**src/rtl/div_mon_pkg.sv**
```systemverilog
// rtl/div_mon_pkg.sv - shared state type and default constants for the divided-clock monitor.
package div_mon_pkg;

   typedef enum logic [1:0] {
      ST_IDLE   = 2'd0,
      ST_SYNC   = 2'd1,
      ST_MEAS   = 2'd2,
      ST_LOCKED = 2'd3
   } mon_state_t;

   localparam int DEF_CNT_W      = 8;
   localparam int DEF_LOCK_CNT   = 4;
   localparam int DEF_TIMEOUT_HC = 200;

endpackage

```
**src/rtl/div_mon_sampler.sv**
```systemverilog
// rtl/div_mon_sampler.sv - dual-edge capture of div_clk, realigned to posedge as an ordered sample triple.
module div_mon_sampler
   import div_mon_pkg::*;
(
   input  logic       clk,
   input  logic       rst,
   input  logic       div_clk,
   output logic [1:0] level,
   output logic [1:0] rise,
   output logic [1:0] fall
);

   logic s_n;
   logic s_n_q;
   logic s_p;
   logic prev_p;

   always_ff @(negedge clk or negedge rst) begin
      if (!rst) begin
         s_n <= 1'b0;
      end else begin
         s_n <= div_clk;
      end
   end

   // s_n is overwritten mid-cycle, so it is held at posedge to stay between prev_p and s_p in time.
   always_ff @(posedge clk or negedge rst) begin
      if (!rst) begin
         s_n_q  <= 1'b0;
         s_p    <= 1'b0;
         prev_p <= 1'b0;
      end else begin
         s_n_q  <= s_n;
         s_p    <= div_clk;
         prev_p <= s_p;
      end
   end

   assign level = {s_p, s_n_q};
   assign rise  = {~s_n_q & s_p, ~prev_p & s_n_q};
   assign fall  = {s_n_q & ~s_p, prev_p & ~s_n_q};

endmodule

```
**src/rtl/div_clk_monitor.sv**
```systemverilog
// rtl/div_clk_monitor.sv - measures high/low/period of a divided clock in clk half-cycles, with lock and timeout.
module div_clk_monitor
   import div_mon_pkg::*;
#(
   parameter int CNT_W      = DEF_CNT_W,
   parameter int LOCK_CNT   = DEF_LOCK_CNT,
   parameter int TIMEOUT_HC = DEF_TIMEOUT_HC
) (
   input  logic             clk,
   input  logic             rst,
   input  logic             enable,
   input  logic             div_clk,
   output logic [CNT_W-1:0] high_hc,
   output logic [CNT_W-1:0] low_hc,
   output logic [CNT_W-1:0] period_hc,
   output logic             meas_valid,
   output logic             duty_ok,
   output logic             locked,
   output logic             timeout
);

   localparam int MW = $clog2(LOCK_CNT + 1);
   localparam logic [CNT_W-1:0] ONE      = CNT_W'(1);
   localparam logic [CNT_W-1:0] TO_LIM   = CNT_W'(TIMEOUT_HC);
   localparam logic [MW-1:0]    LOCK_LIM = MW'(LOCK_CNT);
   localparam logic [MW-1:0]    M_ONE    = MW'(1);

   logic [1:0] level;
   logic [1:0] rise;
   logic [1:0] fall;

   div_mon_sampler u_sampler (
      .clk     (clk),
      .rst     (rst),
      .div_clk (div_clk),
      .level   (level),
      .rise    (rise),
      .fall    (fall)
   );

   mon_state_t       state;
   logic [CNT_W-1:0] hi_cnt;
   logic [CNT_W-1:0] lo_cnt;
   logic [CNT_W-1:0] idle_cnt;
   logic [MW-1:0]    match_cnt;

   logic [CNT_W-1:0] hi_nx;
   logic [CNT_W-1:0] lo_nx;
   logic [CNT_W-1:0] idle_nx;
   logic [CNT_W-1:0] cap_hi;
   logic [CNT_W-1:0] cap_lo;
   logic [CNT_W-1:0] per_nx;
   logic [MW-1:0]    match_nx;
   logic             synced;
   logic             done;
   logic             sync_hit;
   logic             timeout_hit;

   function automatic logic [CNT_W-1:0] sat_inc(input logic [CNT_W-1:0] v);
      return (&v) ? v : v + ONE;
   endfunction

   // Walk both half-cycles in order so a 1-half-cycle pulse yields its rise and its fall.
   always_comb begin
      hi_nx    = hi_cnt;
      lo_nx    = lo_cnt;
      idle_nx  = idle_cnt;
      cap_hi   = high_hc;
      cap_lo   = low_hc;
      done     = 1'b0;
      sync_hit = 1'b0;
      synced   = (state == ST_MEAS) || (state == ST_LOCKED);
      for (int i = 0; i < 2; i++) begin
         if (rise[i]) begin
            if (synced) begin
               done   = 1'b1;
               cap_hi = hi_nx;
               cap_lo = lo_nx;
            end else begin
               sync_hit = 1'b1;
            end
            synced = 1'b1;
            hi_nx  = ONE;
            lo_nx  = '0;
         end else if (fall[i]) begin
            lo_nx = ONE;
         end else if (level[i]) begin
            hi_nx = sat_inc(hi_nx);
         end else begin
            lo_nx = sat_inc(lo_nx);
         end
         idle_nx = (rise[i] | fall[i]) ? '0 : sat_inc(idle_nx);
      end
      per_nx      = cap_hi + cap_lo;
      timeout_hit = (state != ST_IDLE) && (idle_nx >= TO_LIM);
      // A zero match count means no earlier period exists since sync, so nothing to compare against.
      match_nx    = ((match_cnt == '0) || (per_nx != period_hc)) ? M_ONE : match_cnt + M_ONE;
   end

   always_ff @(posedge clk or negedge rst) begin
      if (!rst) begin
         state      <= ST_IDLE;
         hi_cnt     <= '0;
         lo_cnt     <= '0;
         idle_cnt   <= '0;
         match_cnt  <= '0;
         high_hc    <= '0;
         low_hc     <= '0;
         period_hc  <= '0;
         meas_valid <= 1'b0;
         duty_ok    <= 1'b0;
         locked     <= 1'b0;
         timeout    <= 1'b0;
      end else if (!enable) begin
         state      <= ST_IDLE;
         idle_cnt   <= '0;
         match_cnt  <= '0;
         meas_valid <= 1'b0;
         locked     <= 1'b0;
         timeout    <= 1'b0;
      end else begin
         meas_valid <= 1'b0;
         hi_cnt     <= hi_nx;
         lo_cnt     <= lo_nx;
         idle_cnt   <= idle_nx;
         case (state)
            ST_IDLE: begin
               state     <= ST_SYNC;
               idle_cnt  <= '0;
               match_cnt <= '0;
            end
            default: begin
               if (timeout_hit) begin
                  timeout   <= 1'b1;
                  locked    <= 1'b0;
                  state     <= ST_SYNC;
                  idle_cnt  <= '0;
                  match_cnt <= '0;
               end else begin
                  if ((state == ST_SYNC) && sync_hit) begin
                     state <= ST_MEAS;
                  end
                  if (done) begin
                     high_hc    <= cap_hi;
                     low_hc     <= cap_lo;
                     period_hc  <= per_nx;
                     duty_ok    <= (cap_hi == cap_lo);
                     meas_valid <= 1'b1;
                     if (state == ST_LOCKED) begin
                        if (per_nx != period_hc) begin
                           locked    <= 1'b0;
                           match_cnt <= M_ONE;
                           state     <= ST_MEAS;
                        end
                     end else begin
                        match_cnt <= match_nx;
                        if (match_nx == LOCK_LIM) begin
                           locked <= 1'b1;
                           state  <= ST_LOCKED;
                        end
                     end
                  end
               end
            end
         endcase
      end
   end

endmodule

```
**config.mk**
```make
export PLATFORM = sky130hd
export DESIGN_NAME = div_clk_monitor
export DESIGN_NICKNAME = d
export VERILOG_FILES = /design/src/rtl/div_mon_pkg.sv /design/src/rtl/div_mon_sampler.sv /design/src/rtl/div_clk_monitor.sv
export SDC_FILE = /design/constraint.sdc
export NUM_CORES = 1
export LEC_CHECK = 0
export CAP_MARGIN = 30
export CORE_MARGIN = 1.5
export CORE_UTILIZATION = 41
export CTS_CLUSTER_SIZE = 20
export DETAILED_ROUTE_END_ITERATION = 10
export GPL_ROUTABILITY_DRIVEN = 0
export HOLD_SLACK_MARGIN = 0.15
export PLACE_DENSITY = 0.6
export SLEW_MARGIN = 30
export SYNTH_ARGS = -nofsm -noshare
export SYNTH_HDL_FRONTEND = slang
export SYNTH_SLANG_ARGS = --single-unit
```
**constraint.sdc**
```tcl
create_clock -name clk -period 8.7 [get_ports clk]
set_input_delay 1.74 -clock clk [delete_from_list [all_inputs] [get_ports clk]]
set_output_delay 1.74 -clock clk [all_outputs]
set_load 0.02 [all_outputs]
```
==> results.md, run 1 <==
- Skew-Pair Late Insertion Delay: 0.34 ns
- CP Launch Type: primary input
- Peak VDD IR: 0.000127 V
- RSZ-0062 raised after global routing: false
- Critical path's slowest cell: clkdlybuf4s50_1
- Outcome: completed
- Count leader, synth: dfrtp_1
- Worst-Margin Slew: 0.852 ns
- Layout cells sized above 1: 0.125
- Area Overhead vs Synth: 12.8%
- Postcts setup bufs: 0
- Detail-routed via count per cell: 6.05
- Wire per inst: 18.0 microns
- TritonCTS Buffers: 9
- Longest Clk Path Bufs: 2
- Row cnt: 40
- Largest net degree at the start of global routing: 61
- Area of the multi-input gates: 3240 sq um
- Pleak: 2.33 nW
- Post-Synthesis Cells: 561
- First-pass GRT wire length: 21,400 microns
- CTS sink cnt: 61
- Total gr overflow: 0
- Via count: 4,371
- H-tree Lvls: 3
- Overall routed net length: 13,000 microns
- Filler instances: 1,173
- CTS tree: done
- Hold Crit Class: reg2reg
- Setup-failing EPs final: 0
- Top cell type's share of synthesized area: 0.296
- Yosys reg bits: 61
- Final TNS setup: 0 ns
- Prevailing post-synth register cell: dfrtp_1
- Area of the mapped netlist: 5070 sq um
- Die Y-Extent: 114 microns
- Initial antenna violation count: 0
- Total core area: 12,000 sq um
- Drt drc: 0
- Post-DP HPWL: 9260 microns
- Die Area: 13,000 sq um
- WP data required: 4.52 ns
- Hold_buf cts: 0
- CP Capture Type: flop
- Top post-synthesis cells by count: dfrtp_1 (60), nor2_1 (53), nand2_1 (36), o21ai_0 (30), a21oi_1 (27)
- Yosys Warn Count: 0
- Post-synth EDFFs: 0
- Storage cell area: 1530 sq um
- Relative slew slack: 0.432
- Port bufs: 31
- Maximum fanout along the worst path: 2
- PostCTS Resize Cnt: 0
- Post-synth ARST share: 1.00
- Worst path cell trace: clkdlybuf4s50_1
- Syn_nets: 585
- Ant. Diodes: 0
- Clock Pin Slew Worst Setup and Hold Paths: 0.05 ns
- Critical Path Max Stage Delay: 0.41 ns
- Top cells by area, synth: dfrtp_1 (30%), ha_1 (4.7%), mux2_4 (4.4%)
- Final Hold Fails: 0
- Fin. max-slew vios: 0
- # nets final: 594
- Starting Density: 0.422
- Initial DRC Count: 357
- Place WS: 2.02 ns
- Post-synthesis sequential area ratio: 0.301
- CP top delay family: buffers and inverters
- Post-Syn Area per Cell: 9.03 sq um
- Routed Antenna Nets: 0
- Area leader, netlist: dfrtp_1
- MaxCap Viol Count: 0
- Number of global-route vias before repair: 4,212
- Top Ports: 32
- Layout Skew: 0.00795 ns
- Unique masters post-synth: 90
- First drt pass iteration count: 5
- Setup WS post-layout: 2.37 ns
- Total track usage: 0.208
- Power density over the cells: 215 nW/um^2
- Die Width: 114 microns
- Worst path bufs/invs: 1
- Clock root buffer: clkbuf_16
- Critical path class: in2reg
- CP arrival: 2.15 ns
[cell usage in the layout (no fill, tap or decap), drive strengths merged, types with 5 or more instances in the layout]
| cell | n |
|---|---|
| inv | 24 |
| o21a | 5 |
| nor2b | 7 |
| dfrtp | 60 |
| mux2i | 22 |
| nand2b | 10 |
| a211oi | 7 |
| nand3 | 21 |
| clkdlybuf4s50 | 30 |
| o22ai | 6 |
| o21ai | 33 |
| nor2 | 53 |
| mux2 | 24 |
| nor4 | 6 |
| and3 | 13 |
| a21oi | 27 |
| clkbuf | 13 |
| xor2 | 14 |
| o2bb2ai | 8 |
| nand2 | 38 |
| xnor2 | 19 |
| nand4 | 9 |
| o221a | 6 |
| nor3 | 12 |
| a31oi | 6 |
| ha | 19 |
| and2 | 7 |
[final cells by class]
type	count	share of cell area
flip-flops and latches	61	0.267
repair buffers	32	0.0547
inverters	24	0.0158
clock buffers	13	0.0473
well taps	147	0.0322
multi-input cells	442	0.567
clock inverters	3	0.0158
[registers in the layout, indices dropped and copies added, names as in the netlist]
register,flops
duty_ok,1
meas_valid,1
state,2
u_sampler.s_p,1
high_hc,8
hi_cnt,8
u_sampler.s_n_q,1
idle_cnt,8
period_hc,8
u_sampler.s_n,1
lo_cnt,8
locked,1
low_hc,8
u_sampler.prev_p,1
match_cnt,3
timeout,1
[routing by layer]
| layer | global-route usage | vias up | wire length (microns) |
|---|---|---|---|
| met1 | 0.278 | 2152 | 5920 |
| met3 | 0.0281 | 19 | 514 |
| li1 | - | 2081 | - |
| met4 | 0.0792 | 0 | 245 |
| met5 | 0 | - | 0 |
| met2 | 0.343 | 119 | 6280 |
[path summary, 6_finish.rpt]
check | endpoint | slack, ns | start | cells past startpoint
worst max-delay path | u_sampler.s_n | 2.37 | div_clk | 1
worst min-delay path | timeout | 0.50 | timeout | 2
worst max register to register | match_cnt[2] | 3.04 | u_sampler.s_n_q | 19
worst min register to register | timeout | 0.50 | timeout | 2
max in group asynchronous | u_sampler.s_n | 3.16 | rst | 1
min in group asynchronous | hi_cnt[3] | 1.61 | rst | 2
[worst min-delay path, cell delays in order, from the launching register on]
cell and delay, ns:
dfrtp_1 0.34, nor2_1 0.05, nor2_1 0.07
[power breakdown]
| part | switching (mW) | internal (mW) |
|---|---|---|
| Sequential | 0.0562 | 0.324 |
| Combinational | 0.219 | 0.196 |
| Clock | 0.131 | 0.303 |
[logic make-up after synthesis]
kind of cell,after synthesis,synth area share
XOR/XNOR,34,0.0630
adder cells (fa/ha/maj),20,0.0509
AND/OR/NAND/NOR,200,0.213
multiplexers,46,0.109
flip-flops,61,0.301
buffers and inverters,58,0.0585
AO/OA/AOI/OAI,142,0.204
[per-stage QoR]
| stage | instance area, sq um | total power [mW] | hold WS, ns | cells | utilization |
|---|---|---|---|---|---|
| 6_report | 5720 | 1.23 | 0.500 | 722 | 0.476 |
| 5_1_grt | 5720 | 1.29 | 0.542 | 722 | 0.476 |
| 4_1_cts | 5720 | 1.24 | 0.509 | 722 | 0.476 |
| 3_5_place_dp | 5360 | 0.800 | 0.497 | 706 | 0.446 |
| 3_3_place_gp | 5360 | 0.793 | 0.491 | 706 | 0.446 |
| 2_1_floorplan | 5070 | 0.660 | 0.452 | 561 | - |
(Power assumes the default switching activity.)
==> run 2: changes to the inputs <==
Clock period 8.7 ns to 6.5 ns, I/O delays scaled along.
==> run 2 against run 1 <==
Net effect: total power up 23%; die area unchanged; clock skew up 0.0021 ns; largest cell class unchanged.
==> results.md, run 2 (synthesis gave the netlist of run 1 again) <==
- Outcome: completed
- Clock Pin Slew Worst Setup and Hold Paths: 0.05 ns (about the same)
- Total core area: 12,000 sq um (unchanged)
- Die Y-Extent: 114 microns (unchanged)
- Die Width: 114 microns (unchanged)
- Most common cell after layout, fill and taps aside: dfrtp_1
- First drt pass iteration count: 5 (unchanged)
- CP arrival: 5.73 ns (+3.58 ns)
- Top Ports: 32 (unchanged)
- First-pass GRT wire length: 21,500 microns (+0.32%)
- Number of global-route vias before repair: 4,120 (-2.2%)
- Overall power: 1.52 mW (+23%)
- Final Instance Area: 5640 sq um (-1.4%)
- Starting Density: 0.422 (unchanged)
- MaxCap Viol Count: 0 (unchanged)
- PostCTS Resize Cnt: 0 (unchanged)
- Final Hold Fails: 0 (unchanged)
- Pleak: 2.29 nW (-1.6%)
- Filler instances: 1,138 (-3.0%)
- Critical path class: reg2reg
- Setup WS post-layout: 1.02 ns (-1.35 ns)
- Longest Clk Path Bufs: 2 (unchanged)
- Setup-failing EPs final: 0 (unchanged)
- Row cnt: 40 (unchanged)
- Clock root buffer: clkbuf_16
- Layout Skew: 0.0100 ns (+0.00206 ns)
- Placed Area: 5360 sq um (unchanged)
- Area Overhead vs Synth: 11.2%
- Hold_buf cts: 0 (unchanged)
- Die Area: 13,000 sq um (unchanged)
- Largest net degree at the start of global routing: 61 (unchanged)
- Power density over the cells: 270 nW/um^2 (+25%)
- Drt drc: 0 (unchanged)
- Overall routed net length: 12,900 microns (-0.30%)
- CTS tree: done
- Worst-Margin Slew: 0.812 ns (-0.0395 ns)
- CP Capture Type: flop
- Place WS: 1.05 ns (-0.976 ns)
- Detail-routed via count per cell: 6.05 (about the same)
- Fin. max-slew vios: 0 (unchanged)
- RSZ-0062 raised after global routing: false
- Final TNS setup: 0 ns (unchanged)
- Relative slew slack: 0.455 (+0.0231)
- Ant. Diodes: 0 (unchanged)
- CTS sink cnt: 61 (unchanged)
- Initial antenna violation count: 0 (unchanged)
- Layout cells sized above 1: 0.122 (-0.00327)
- Initial DRC Count: 366 (+2.5%)
- Final min period: 5.48 ns
- Fmax: 0.183 GHz
- CP Launch Type: flop
- # nets final: 594 (unchanged)
- Post-DP HPWL: 9510 microns (+2.8%)
- Total gr overflow: 0 (unchanged)
- Port bufs: 31 (unchanged)
- Maximum fanout along the worst path: 12 (+10)
- TritonCTS Buffers: 9 (unchanged)
- Via count: 4,365 (-0.14%)
- WP data required: 6.75 ns (+2.23 ns)
- Hold Crit Class: reg2reg
- Postcts setup bufs: 0 (unchanged)
- Peak VDD IR: 0.000149 V (+17%)
- Routed Antenna Nets: 0 (unchanged)
- Total track usage: 0.209 (+0.00115)
- Skew-Pair Late Insertion Delay: 0.33 ns (about the same)
- Fin crit share: 0.843
- Wire per inst: 17.9 microns (-0.16%)
- Most frequent cells in the layout: dfrtp_1 (60), nor2_1 (53), nand2_1 (36), clkdlybuf4s50_1 (30), o21ai_0 (29)
- H-tree Lvls: 3 (unchanged)
## run 2: layout make-up
cell class              instances  area [sq um]  area share
clock buffers                  14           274      0.0486
clock inverters                 1          5.00    0.000888
inverters                      24          90.1      0.0160
multi-input cells             442          3240       0.575
flip-flops and latches         61          1530       0.271
well taps                     147           184      0.0326
repair buffers                 32           313      0.0555
## run 2: routing by layer
metal	vias up	GRT usage	share of wire
met2	113	0.339	0.48
met4	0	0.0792	0.016
met5	-	0	0
met1	2150	0.280	0.46
met3	21	0.0349	0.042
li1	2081	-	-
## run 2: stage by stage
stage / cells / hold slack, ns / util
detailed placement: 706 / 0.498 / 0.446
CTS: 721 / 0.509 / 0.469
floorplan: 561 / 0.452 / -
finish: 721 / 0.509 / 0.469
global placement: 706 / 0.496 / 0.446
global route: 721 / 0.522 / 0.469
## run 2: worst paths after layout
path                            startpoint       endpoint  slack [ns]  cells after the start
setup / recovery           u_sampler.s_n_q   match_cnt[2]        1.02                     19
hold / removal                     timeout        timeout        0.51                      2
setup reg to reg           u_sampler.s_n_q   match_cnt[2]        1.02                     19
hold reg to reg                    timeout        timeout        0.51                      2
max in group asynchronous              rst  u_sampler.s_n        2.49                      1
min in group asynchronous              rst  u_sampler.s_p        1.18                      2
## run 2: power breakdown
part | total, mW | internal, mW | switching, mW
clock network | 0.452 | 0.287 | 0.165
logic | 0.558 | 0.263 | 0.295
registers | 0.509 | 0.434 | 0.0750
total | 1.52 | 0.984 | 0.535
## run 2: critical path, cell delays in order (launching register included)
cell and delay (ns):
dfrtp_1 0.58, inv_1 0.17, ha_1 0.24, nor2b_1 0.42
o21a_1 0.33, mux2i_1 0.11, nor2_1 0.31, nor2_1 0.09
a21oi_1 0.32, inv_1 0.11, fa_1 0.47, nand2b_1 0.16
a21oi_1 0.38, and3_1 0.23, o22ai_1 0.09, nor4_1 0.31
mux2i_2 0.21, nor3_2 0.26, or4b_1 0.45, o22ai_1 0.15
==> run 3: changes to the inputs <==
Settings changed: PLACE_DENSITY 0.6 to 0.62.
Clock period 6.5 ns to 4.68 ns, I/O delays scaled along.
==> run 3 against run 2 <==
Net effect: utilization grew 3.3 points; worst setup slack got worse by 0.83 ns; final cell count grew 5.5%; clock power rose by 60%; clock skew decreased by 0.0023 ns; largest power group unchanged.
==> results.md, run 3 (synthesis gave the netlist of run 1 again) <==
- Outcome: completed
- CP Capture Type: flop
- Most common cell after layout, fill and taps aside: dfrtp_1
- Hold EP: timeout
- Layout cells sized above 1: 0.199 (+0.0771)
- Port bufs: 31 (unchanged)
- Row cnt: 40 (unchanged)
- Clock root buffer: clkbuf_16
- Detail-routed via count per cell: 5.94 (-1.9%)
- Fin crit share: 0.959 (+0.116)
- Final TNS setup: 0 ns (unchanged)
- H-tree Lvls: 3 (unchanged)
- Overall routed net length: 13,500 microns (+4.5%)
- Layout Skew: 0.00777 ns (-0.00225 ns)
- Overall power: 2.31 mW (+52%)
- Die Area: 13,000 sq um (unchanged)
- Final Instance Area: 6030 sq um (+7.1%)
- Relative slew slack: 0.582 (+0.127)
- Worst-Margin Slew: 0.626 ns (-0.186 ns)
- Power density over the cells: 383 nW/um^2 (+42%)
- Hold Crit Depth: 2 (unchanged)
- Flop2flop setup slack: 0.19 ns (-0.83 ns)
- # placed instances: 744 (+5.4%)
- Die Width: 114 microns (unchanged)
- CTS sink cnt: 61 (unchanged)
- Hold_buf cts: 0 (unchanged)
- Drt drc: 0 (unchanged)
- Worst reg2reg startpoint: lo_cnt[1]
- First drt pass iteration count: 4 (-1)
- WP data required: 4.93 ns (-1.82 ns)
- Reg-to-Reg End: match_cnt[2]
- Pleak: 2.52 nW (+10%)
- PostCTS Resize Cnt: 0 (unchanged)
- Area Overhead vs Synth: 19.1%
- Routed Antenna Nets: 0 (unchanged)
- TritonCTS Buffers: 9 (unchanged)
- Fmax: 0.223 GHz (+22%)
- MaxCap Viol Count: 0 (unchanged)
- Skew-Pair Late Insertion Delay: 0.33 ns (about the same)
- Total gr overflow: 0 (unchanged)
- Largest net degree at the start of global routing: 46 (-25%)
- Initial DRC Count: 215 (-41%)
- CP Launch Type: flop
- Final min period: 4.49 ns (-0.992 ns)
- First-pass GRT wire length: 21,700 microns (+1.3%)
- Total core area: 12,000 sq um (unchanged)
- Initial antenna violation count: 0 (unchanged)
- Fin. max-slew vios: 0 (unchanged)
- Reg2Reg Depth: 17 (-2)
- Placed Area: 5640 sq um (+5.3%)
- Total track usage: 0.212 (+0.00264)
- Most frequent cells in the layout: dfrtp_1 (60), nor2_1 (53), buf_4 (39), nand2_1 (36)
- CTS tree: done
- Hold Crit Class: reg2reg
- Postcts setup bufs: 0 (unchanged)
- Hold_sp: timeout
- Longest Clk Path Bufs: 2 (unchanged)
- Die Y-Extent: 114 microns (unchanged)
- Top Ports: 32 (unchanged)
- Via count: 4,521 (+3.6%)
- Setup-failing EPs final: 0 (unchanged)
- Starting Density: 0.422 (unchanged)
- Critical path class: reg2reg
- Number of global-route vias before repair: 4,298 (+4.3%)
- Clock Pin Slew Worst Setup and Hold Paths: 0.05 ns (about the same)
- Non-filler cells, final: 761 (+5.5%)
- Wire per inst: 17.8 microns (-0.95%)
- RSZ-0062 raised after global routing: false
- Final Hold Fails: 0 (unchanged)
- Post-DP HPWL: 10000 microns (+5.1%)
- Peak VDD IR: 0.000187 V (+26%)
- # nets final: 632 (+6.4%)
- CP arrival: 4.74 ns (-0.99 ns)
- Maximum fanout along the worst path: 10 (-2)
==> run 3: routing by layer <==
layer / wire length, microns / global-route usage
met2: 6440 / 0.346
met1: 6420 / 0.282
met4: 219 / 0.0833
met3: 440 / 0.0339
met5: 0 / 0
==> run 3: area by class of cell <==
cell class | count | area (sq um)
diodes | 1 | 2.50
clock buffers | 12 | 256
clock inverters | 4 | 70.1
fillers | 1126 | 5980
inverters | 24 | 90.1
multi-input cells | 442 | 3310
flip-flops and latches | 61 | 1530
well taps | 147 | 184
repair buffers | 70 | 598
==> run 3: report_power, final <==
| part | internal, mW | switching (mW) |
|---|---|---|
| logic | 0.429 | 0.465 |
| clock network | 0.493 | 0.231 |
| registers | 0.604 | 0.0873 |
| total | 1.53 | 0.783 |
==> run 3: per-stage QoR <==
stage,utilization,hold slack (ns),setup slack [ns]
CTS,0.497,0.507,0.0724
detailed placement,0.470,0.495,0.0732
floorplan,-,0.452,0.162
global placement,0.470,0.492,0.221
finish,0.502,0.492,0.194
global route,0.502,0.535,0.00364
==> run 3: worst max-delay path by stage <==
stage	slack [ns]	startpoint	cells after the start	end
2_1_floorplan	0.16	u_sampler.s_n_q	20	match_cnt[2]
3_5_place_dp	0.07	lo_cnt[1]	16	match_cnt[2]
5_1_grt	0.004	u_sampler.s_n_q	18	match_cnt[2]
6_report	0.19	lo_cnt[1]	17	match_cnt[2]
3_3_place_gp	0.22	lo_cnt[1]	16	match_cnt[2]
4_1_cts	0.07	lo_cnt[1]	16	match_cnt[2]
==> run 3: critical path, stage by stage, from the launching register on <==
cell and delay [ns]:
dfrtp_1 0.42, ha_1 0.23, and4_2 0.27, a2111oi_2 0.39, xnor2_1 0.18, nor2_1 0.11, o221a_2 0.26, ha_1 0.34
buf_4 0.19, or3b_2 0.12, a21oi_1 0.07, nor4_2 0.27, nand4_1 0.19, nor4_2 0.35, mux2i_2 0.14, nor3_2 0.25
or4b_1 0.45, o22ai_1 0.16
